<file path="config.mk">
export PLATFORM = sky130hd
export DESIGN_NAME = stream_rr_arbiter
export DESIGN_NICKNAME = d
export VERILOG_FILES = /design/src/rtl/stream_rr_arbiter.sv
export SDC_FILE = /design/constraint.sdc
export NUM_CORES = 1
export LEC_CHECK = 0
export CORE_AREA = 5 5 91 114
export DETAILED_ROUTE_END_ITERATION = 16
export DIE_AREA = 0 0 96 119
export PLACE_DENSITY = 0.69
export SYNTH_ARGS = -nofsm -noshare
export SYNTH_HDL_FRONTEND = slang
export SYNTH_SLANG_ARGS = --single-unit
</file>
<file path="constraint.sdc">
create_clock -name clk -period 1.8 [get_ports clk]
set_clock_uncertainty 0.1 [all_clocks]
set_input_delay 0.27 -clock clk [delete_from_list [all_inputs] [get_ports clk]]
set_output_delay 0.27 -clock clk [all_outputs]
set_load 0.05 [all_outputs]
</file>
<file path="src/rtl/stream_rr_arbiter.sv">
// Round-robin packet arbiter: N valid/ready streams onto one registered output.
// The grant is held per packet (or per beat when LOCK_ON_LAST=0).
module stream_rr_arbiter #(
  parameter int NUM_INPUTS   = 4,
  parameter int DATA_WIDTH   = 32,
  parameter bit LOCK_ON_LAST = 1'b1,
  localparam int ID_WIDTH    = (NUM_INPUTS == 1) ? 1 : $clog2(NUM_INPUTS)
) (
  input  logic                             clk,
  input  logic                             resetn,
  input  logic [NUM_INPUTS*DATA_WIDTH-1:0] in_data,
  input  logic [NUM_INPUTS-1:0]            in_valid,
  input  logic [NUM_INPUTS-1:0]            in_last,
  output logic [NUM_INPUTS-1:0]            in_ready,
  output logic [DATA_WIDTH-1:0]            out_data,
  output logic                             out_last,
  output logic [ID_WIDTH-1:0]              out_id,
  output logic                             out_valid,
  input  logic                             out_ready
);

  typedef enum logic {IDLE, LOCKED} state_t;

  state_t              state_q, state_d;
  logic [ID_WIDTH-1:0] grant_q, grant_d;
  logic [ID_WIDTH-1:0] prev_q, prev_d;

  logic                  load_en;
  logic                  accept;
  logic                  sel_valid;
  logic                  sel_last;
  logic [DATA_WIDTH-1:0] sel_data;
  logic [ID_WIDTH-1:0]   pick, pick_hi, pick_lo;
  logic                  found_hi;

  assign load_en = !out_valid || out_ready;
  assign accept  = (state_q == LOCKED) && sel_valid && load_en;

  always_comb begin
    sel_valid = 1'b0;
    sel_last  = 1'b0;
    sel_data  = '0;
    for (int i = 0; i < NUM_INPUTS; i++) begin
      if (ID_WIDTH'(i) == grant_q) begin
        sel_valid = in_valid[i];
        sel_last  = in_last[i];
        sel_data  = in_data[i*DATA_WIDTH +: DATA_WIDTH];
      end
    end
  end

  always_comb begin
    in_ready = '0;
    for (int i = 0; i < NUM_INPUTS; i++) begin
      in_ready[i] = resetn && (state_q == LOCKED) &&
                    (ID_WIDTH'(i) == grant_q) && load_en;
    end
  end

  // Lowest requester above prev wins; otherwise wrap to lowest overall.
  always_comb begin
    pick_hi  = '0;
    pick_lo  = '0;
    found_hi = 1'b0;
    for (int i = NUM_INPUTS - 1; i >= 0; i--) begin
      if (in_valid[i]) begin
        if (i > int'(prev_q)) begin
          pick_hi  = ID_WIDTH'(i);
          found_hi = 1'b1;
        end else begin
          pick_lo = ID_WIDTH'(i);
        end
      end
    end
    pick = found_hi ? pick_hi : pick_lo;
  end

  always_comb begin
    state_d = state_q;
    grant_d = grant_q;
    prev_d  = prev_q;
    unique case (state_q)
      IDLE: begin
        if (|in_valid) begin
          grant_d = pick;
          state_d = LOCKED;
        end
      end
      LOCKED: begin
        if (accept && (sel_last || !LOCK_ON_LAST)) begin
          prev_d  = grant_q;
          state_d = IDLE;
        end
      end
      default: state_d = IDLE;
    endcase
  end

  always_ff @(posedge clk or negedge resetn) begin
    if (!resetn) begin
      state_q <= IDLE;
      grant_q <= '0;
      prev_q  <= ID_WIDTH'(NUM_INPUTS - 1);
    end else begin
      state_q <= state_d;
      grant_q <= grant_d;
      prev_q  <= prev_d;
    end
  end

  always_ff @(posedge clk or negedge resetn) begin
    if (!resetn) begin
      out_valid <= 1'b0;
      out_data  <= '0;
      out_last  <= 1'b0;
      out_id    <= '0;
    end else if (accept) begin
      out_valid <= 1'b1;
      out_data  <= sel_data;
      out_last  <= sel_last;
      out_id    <= grant_q;
    end else if (out_ready) begin
      out_valid <= 1'b0;
    end
  end

endmodule

</file>
# [Yosys cells after proc, flatten, opt, wreduce, memory -nomap -nowiden]
# Index checks and enable logic that the tools add are counted.
[totals] word_cells=70 in_bits=139 output_inout_bits=40 reg_bits=41
[classes] mux=37 n_eq_ne=3 n_lt_le_gt_ge=3 reduce_logical=19 n_bitwise=1
[op_table] cell="32-bit two-way mux" count=4
[op_table] cell="2-bit two-way mux" count=14
[op_table] cell="1-bit two-way mux" count=18
[op_table] cell="1-bit logical AND" count=12
[op_table] cell="2-bit equality test, first input constant" count=2
[op_table] cell="2-bit > comparator, first input constant" count=2
[op_table] cell="2-bit AND reduction" count=2
[op_table] cell="4-bit OR reduction" count=1
[op_table] cell="1-bit by 2-bit equality test with 1-bit output, first input constant" count=1
[op_table] cell="1-bit by 2-bit > comparator with 1-bit output, first input constant" count=1
[op_table] cell="2-bit zero test" count=1
[op_table] cell="1-bit one-hot mux with 2 select lines" count=1
[op_table] cell="2-bit nonzero test" count=1
[op_table] cell="1-bit zero test" count=1
[op_table] cell="1-bit logical OR" count=1
[op_table] cell="1-bit inverter" count=1

# [Logic depth before layout (Yosys ltp)]
# Gate-level depths: netlist (run 1).
[logic_depth] word_depth=10 ltp_mapped=6 depth_no_buf=4

# [Worst setup path before layout (run 1)]
# OpenSTA, ideal clock, no wires.
[synth_path] path_type="flip-flop to output port" start="register out_valid" end="output port in_ready[0]" path_slack_ps=-724 arrival_time_ps=2154 path_stages_with_launch=5 cell_sequence="dfrtp_1 -> nand2b_1 -> and2_1 -> nand2_1 -> nor3_1"
[synth_between] elab_chain_cells=3
[synth_lines] item="from (decl)" line="18" rtl="output logic out_valid,"
[synth_lines] item="from (signal assigned)" line="113" rtl="out_valid <= 1'b0;"
[synth_lines] item="from (signal assigned)" line="118" rtl="out_valid <= 1'b1;"
[synth_lines] item="from (signal assigned)" line="123" rtl="out_valid <= 1'b0;"
[synth_lines] item="1-bit zero test" line="36" rtl="assign load_en = !out_valid || out_ready;"
[synth_lines] item="1-bit logical OR" line="36"
[synth_lines] item="1-bit logical AND" line="56" rtl="(ID_WIDTH'(i) == grant_q) && load_en;"
[synth_lines] item="to (decl)" line="14" rtl="output logic [NUM_INPUTS-1:0] in_ready,"
# No other way between the ends.

# [Final worst setup path (run 1)]
[layout_path] start="register grant_q[0]" end="register out_data[7]"
[layout_between] elab_chain_cells=7
[layout_lines] item="from (decl)" line="25" rtl="logic [ID_WIDTH-1:0] grant_q, grant_d;"
[layout_lines] item="from (signal assigned)" line="106" rtl="grant_q <= grant_d;"
[layout_lines] item="2-bit zero test" line="44" rtl="if (ID_WIDTH'(i) == grant_q) begin"
[layout_lines] item="1-bit two-way mux (4 in a row)" line="44"
[layout_lines] item="1-bit logical AND (2 in a row)" line="37" rtl="assign accept = (state_q == LOCKED) && sel_valid && load_en;"
[layout_lines] item="to (signal assigned)" line="119" rtl="out_data <= sel_data;"
[layout_lines] item="to (decl)" line="15" rtl="output logic [DATA_WIDTH-1:0] out_data,"
# Parallel ways exist; a longest one is shown, timed or not.
# A chain may end at the register's enable or synchronous reset.

==> results.md, run 1 <==
- The delay contributed by the slowest stage of the critical path is roughly 0.56 ns.
- The family with the most delay on the worst path is multiplexers.
- The final critical-path required period is 1.80 ns.
- The clock latency of the later-clocked register in the worst-skew pair is 0.27 ns.
- The first global-routing pass estimated 13500 um of wire.
- In this run the cell area measured after placement is 4700 um2.
- The synthesized netlist cell count is 171.
- VDD sags by at most ~0.00078 V.
- The setup-violating endpoint count in the final report is 2.
- Leaving out fill and tap cells, the most frequent cells in the layout are 136 x sky130_fd_sc_hd__clkdlybuf4s50_1, 50 x sky130_fd_sc_hd__buf_4, 36 x sky130_fd_sc_hd__dfrtp_1.
- Once layout is complete, the utilization of the core stands at 54.1%.
- The area enclosed by the die boundary is 11400 um2.
- The element type at the critical path start is a register.
- The proportion of power drawn by the clock network is 11.0%.
- The post-route worst hold slack is 0.0623 ns.
- After clock tree synthesis, the clock-pin slew on the worst setup and hold paths is 0.06 ns.
- The checks that failed: setup timing.
- Setup slack on the worst reg-to-reg path comes out at -0.002 ns.
- Of the total power, the share spent switching nets is 42.7%.
- Averaged over all synthesized cells, the footprint is 15.6 um2.
- After floorplanning, the core was sized to cover 9080 um2.
- The H-tree depth reported by CTS is 2.
- The fraction of layout instances using a drive strength above 1 is 41.2%.
- The sequential area share after synthesis is 38.6%.
- The arrival time reported for the critical path endpoint is 1.86 ns.
- The kind of capture point of the worst setup path is a register.
- The post-synth design cell area is ~2700 um2.
- In this run the power spent charging and discharging nets is 3.75 mW.
- TritonCTS built the clock tree.
- Input and output buffers added on the ports amount to 178.
- Buffers inserted to repair hold after CTS numbered 0.
- The die boundary height is approximately 120 um.
- Synthesis inferred 41 register bits.
- The overall routing resource usage is 15.1%.
- From left edge to right edge, the die measures 96 um.
- The net count of the finished layout is a little over 500.
- The tool flagged a number of max-cap violations equal to 0.
- The path depth of the worst reg2reg path is 4.
- The floorplan has 39 rows.
- The commonest non-fill, non-tap cell in the layout is sky130_fd_sc_hd__clkdlybuf4s50_1.
- When the netlist entered floorplanning its net count stood at 310.
- The number of antenna violations at the first check in global routing came to 1.
- The total count of hold-check failures in the final report is 0.
- sky130_fd_sc_hd__dfrtp_1 takes more of the synthesized area than any other cell.
- In the post-route analysis, the smallest setup slack over all paths is -0.00157 ns.
- The final wirelength is between 8000 and 9000 um.
- Sorting the synthesized cells by area gives the leading types as sky130_fd_sc_hd__dfrtp_1 37%, sky130_fd_sc_hd__mux4_2 28%, sky130_fd_sc_hd__mux2_4 15%.
- The HPWL after detailed placement is between 7000 and 8000 um.
- The number of library cell types mapped by synthesis is 31.
- The flow ran to the end, but the final reports show violations.
- The slowest library cell on the worst path is sky130_fd_sc_hd__mux4_2.
- Of the total power, registers draw about a fifth.
- The pre-CTS setup slack is -0.327 ns.
- The actual slew at the worst max-slew pin is 0.529 ns.
- The count of pins over their slew limit is 0.
- STA puts the critical path data required time at 1.86 ns.
- The via count of the first global-routing pass is 2646.
- From synthesis to final layout, the design area changed by 84.4%.
- CTS saw 41 sinks.
- The top-level I/O count is 179.
- The clock tree root buffer cell is sky130_fd_sc_hd__clkbuf_16.
- The total overflow left after global routing is 0.
- The first routing iteration left 51 violations.
- Dividing the detail-routed via count by the number of cells gives ~4.8.
- In this run the critical register-to-register path is captured at out_data[7]$_DFFE_PN0P_.
- Setup repair after global routing could not meet its margin everywhere.
- The path class of the tightest hold or removal check is in2async.
- During synthesis, Yosys emitted a total of 0 warnings.
- The via count is 2324.
- The critical register-to-register path startpoint is grant_q[0]$_DFFE_PN0P_.
- The power per cell area is about 1800 nW/um2.
- The category of the critical setup timing path is reg2reg.
- The congestion estimate from routability-driven global placement came to 0.777.
- The biggest fanout along the worst timing path is 13.
- The repair_antennas step left the layout with diodes totalling 0.
- The finished cells cover 4910 um2.
- The longest clock path from root to sink contains 2 buffers.
- The count of antenna-violating nets left after detailed routing is 0.
- The internal portion of total power is about 5 mW.
- The leakage power figure is roughly 2.1 nW.
- Counting both buffers and inverters, the worst setup path holds a total of 1.
- The upper clock frequency limit is 555 MHz.
- The final critical path takes up 100% of the cycle.
- Traced cell by cell, the critical path runs through mux4_2 > nand3_4 > buf_12 > mux2_4.
- Of the post-synthesis cell area, the dominant cell type holds 36.6%.
- The first detailed-routing pass took 4 iterations.
- Buffers inserted during clock tree synthesis total 5.
- Dividing the detail-routed wire length by the instance count gives about 18 um.
- Of the total power, combinational logic draws just under 70%.
- The normalized max-slew margin is 64.8%.
- The DRC violation count after routing is 0.
- The initial core utilization is 29.3%.
- Entering global routing, the biggest net connects 42 pins.
==> routing by layer <==
metal	global-route usage [%]	part of all wire (%)	vias up
met4	3.74	1.1	2
met1	17.0	35	1133
met5	0	0.081	-
met3	5.23	9.5	10
met2	26.7	54	115
li1	-	-	1064
==> metrics by stage <==
| stage | total power, mW | TNS (ns) | instances |
|---|---|---|---|
| after floorplan | 5.99 | -0.785 | 171 |
| after global placement | 7.69 | -8.83 | 478 |
| after detailed placement | 7.77 | -9.45 | 478 |
| after CTS | 8.88 | -0.321 | 485 |
| after global routing | 9.29 | -1.06 | 487 |
| final | 8.80 | -0.00220 | 487 |
==> synth_stat cells, drive strengths merged <==
cell     number
o21ai         5
dfstp         2
a32o          1
a31oi         1
nand4b        2
and2          1
nor3          4
clkbuf        4
nand2         9
nand4         2
nor2b         1
mux4         33
mux2         34
o221ai        1
inv           3
a211o         1
a21oi         4
nor2          2
nand3         3
mux2i         3
dfrtp        39
a21o          2
nand4bb       1
buf           9
nand2b        4
==> cell families after synthesis <==
family                 count (synthesis)  synth area share, %
muxes                                 70                 47.2
and+or+nand+nor                       29                 6.29
buffers and inverters                 16                 4.37
AOI/OAI and AO/OA                     15                 3.52
DFF                                   41                 38.6
==> worst reg2reg max path: cells and delay by family (launching register included) <==
family | cells | cell delay (ns)
flip-flops | 1 | 0.40
multiplexers | 2 | 0.87
buffers and inverters | 1 | 0.18
AND/OR/NAND/NOR | 1 | 0.14
==> registers in the layout, indices dropped and copies added, names as in the netlist <==
register,count
state_q,1
out_id,2
out_valid,1
out_last,1
grant_q,2
prev_q,2
out_data,32
==> cell type report <==
class,count,area [um2]
clock inverter,2,35.0
sequential,41,1030
multi-input combinational,114,1610
fill,788,4170
tap,123,154
timing repair buffer,199,1940
inverter,3,11.3
clock buffer,5,125
==> power groups by stage <==
stage	registers, mW	clock network, mW	logic, mW
final	1.77	0.969	6.07
after global routing	1.83	1.05	6.40
after CTS	1.77	1.01	6.11
after detailed placement	1.77	0	6.01
after global placement	1.76	0	5.93
after floorplan	3.15	0	2.84
==> worst max path at each step <==
| stage | from | end | cells after the start |
|---|---|---|---|
| 3_5_place_dp | in_valid[3] | out_data[2]$_DFFE_PN0P_ | 5 |
| 6_report | grant_q[0]$_DFFE_PN0P_ | out_data[7]$_DFFE_PN0P_ | 4 |
| 3_3_place_gp | in_valid[3] | out_data[2]$_DFFE_PN0P_ | 5 |
| 2_1_floorplan | grant_q[0]$_DFFE_PN0P_ | out_data[25]$_DFFE_PN0P_ | 5 |
| 4_1_cts | grant_q[0]$_DFFE_PN0P_ | out_data[7]$_DFFE_PN0P_ | 4 |
| 5_1_grt | grant_q[0]$_DFFE_PN0P_ | out_data[7]$_DFFE_PN0P_ | 4 |
==> what timing repair did <==
| item | in CTS | in global routing |
|---|---|---|
| endpoints found under the setup margin | 34 | 36 |
| pin swaps | 5 | 4 |
| setup buffers | 0 | 2 |
| gates resized for setup | 8 | 3 |
Power figures use the tool's default switching activity.
==> run 2, diff against run 1 <==
CAP_MARGIN = 5   (was not set)
==> results of run 2 <==
No change in the layout: final DEF, timing and power equal those of run 1.
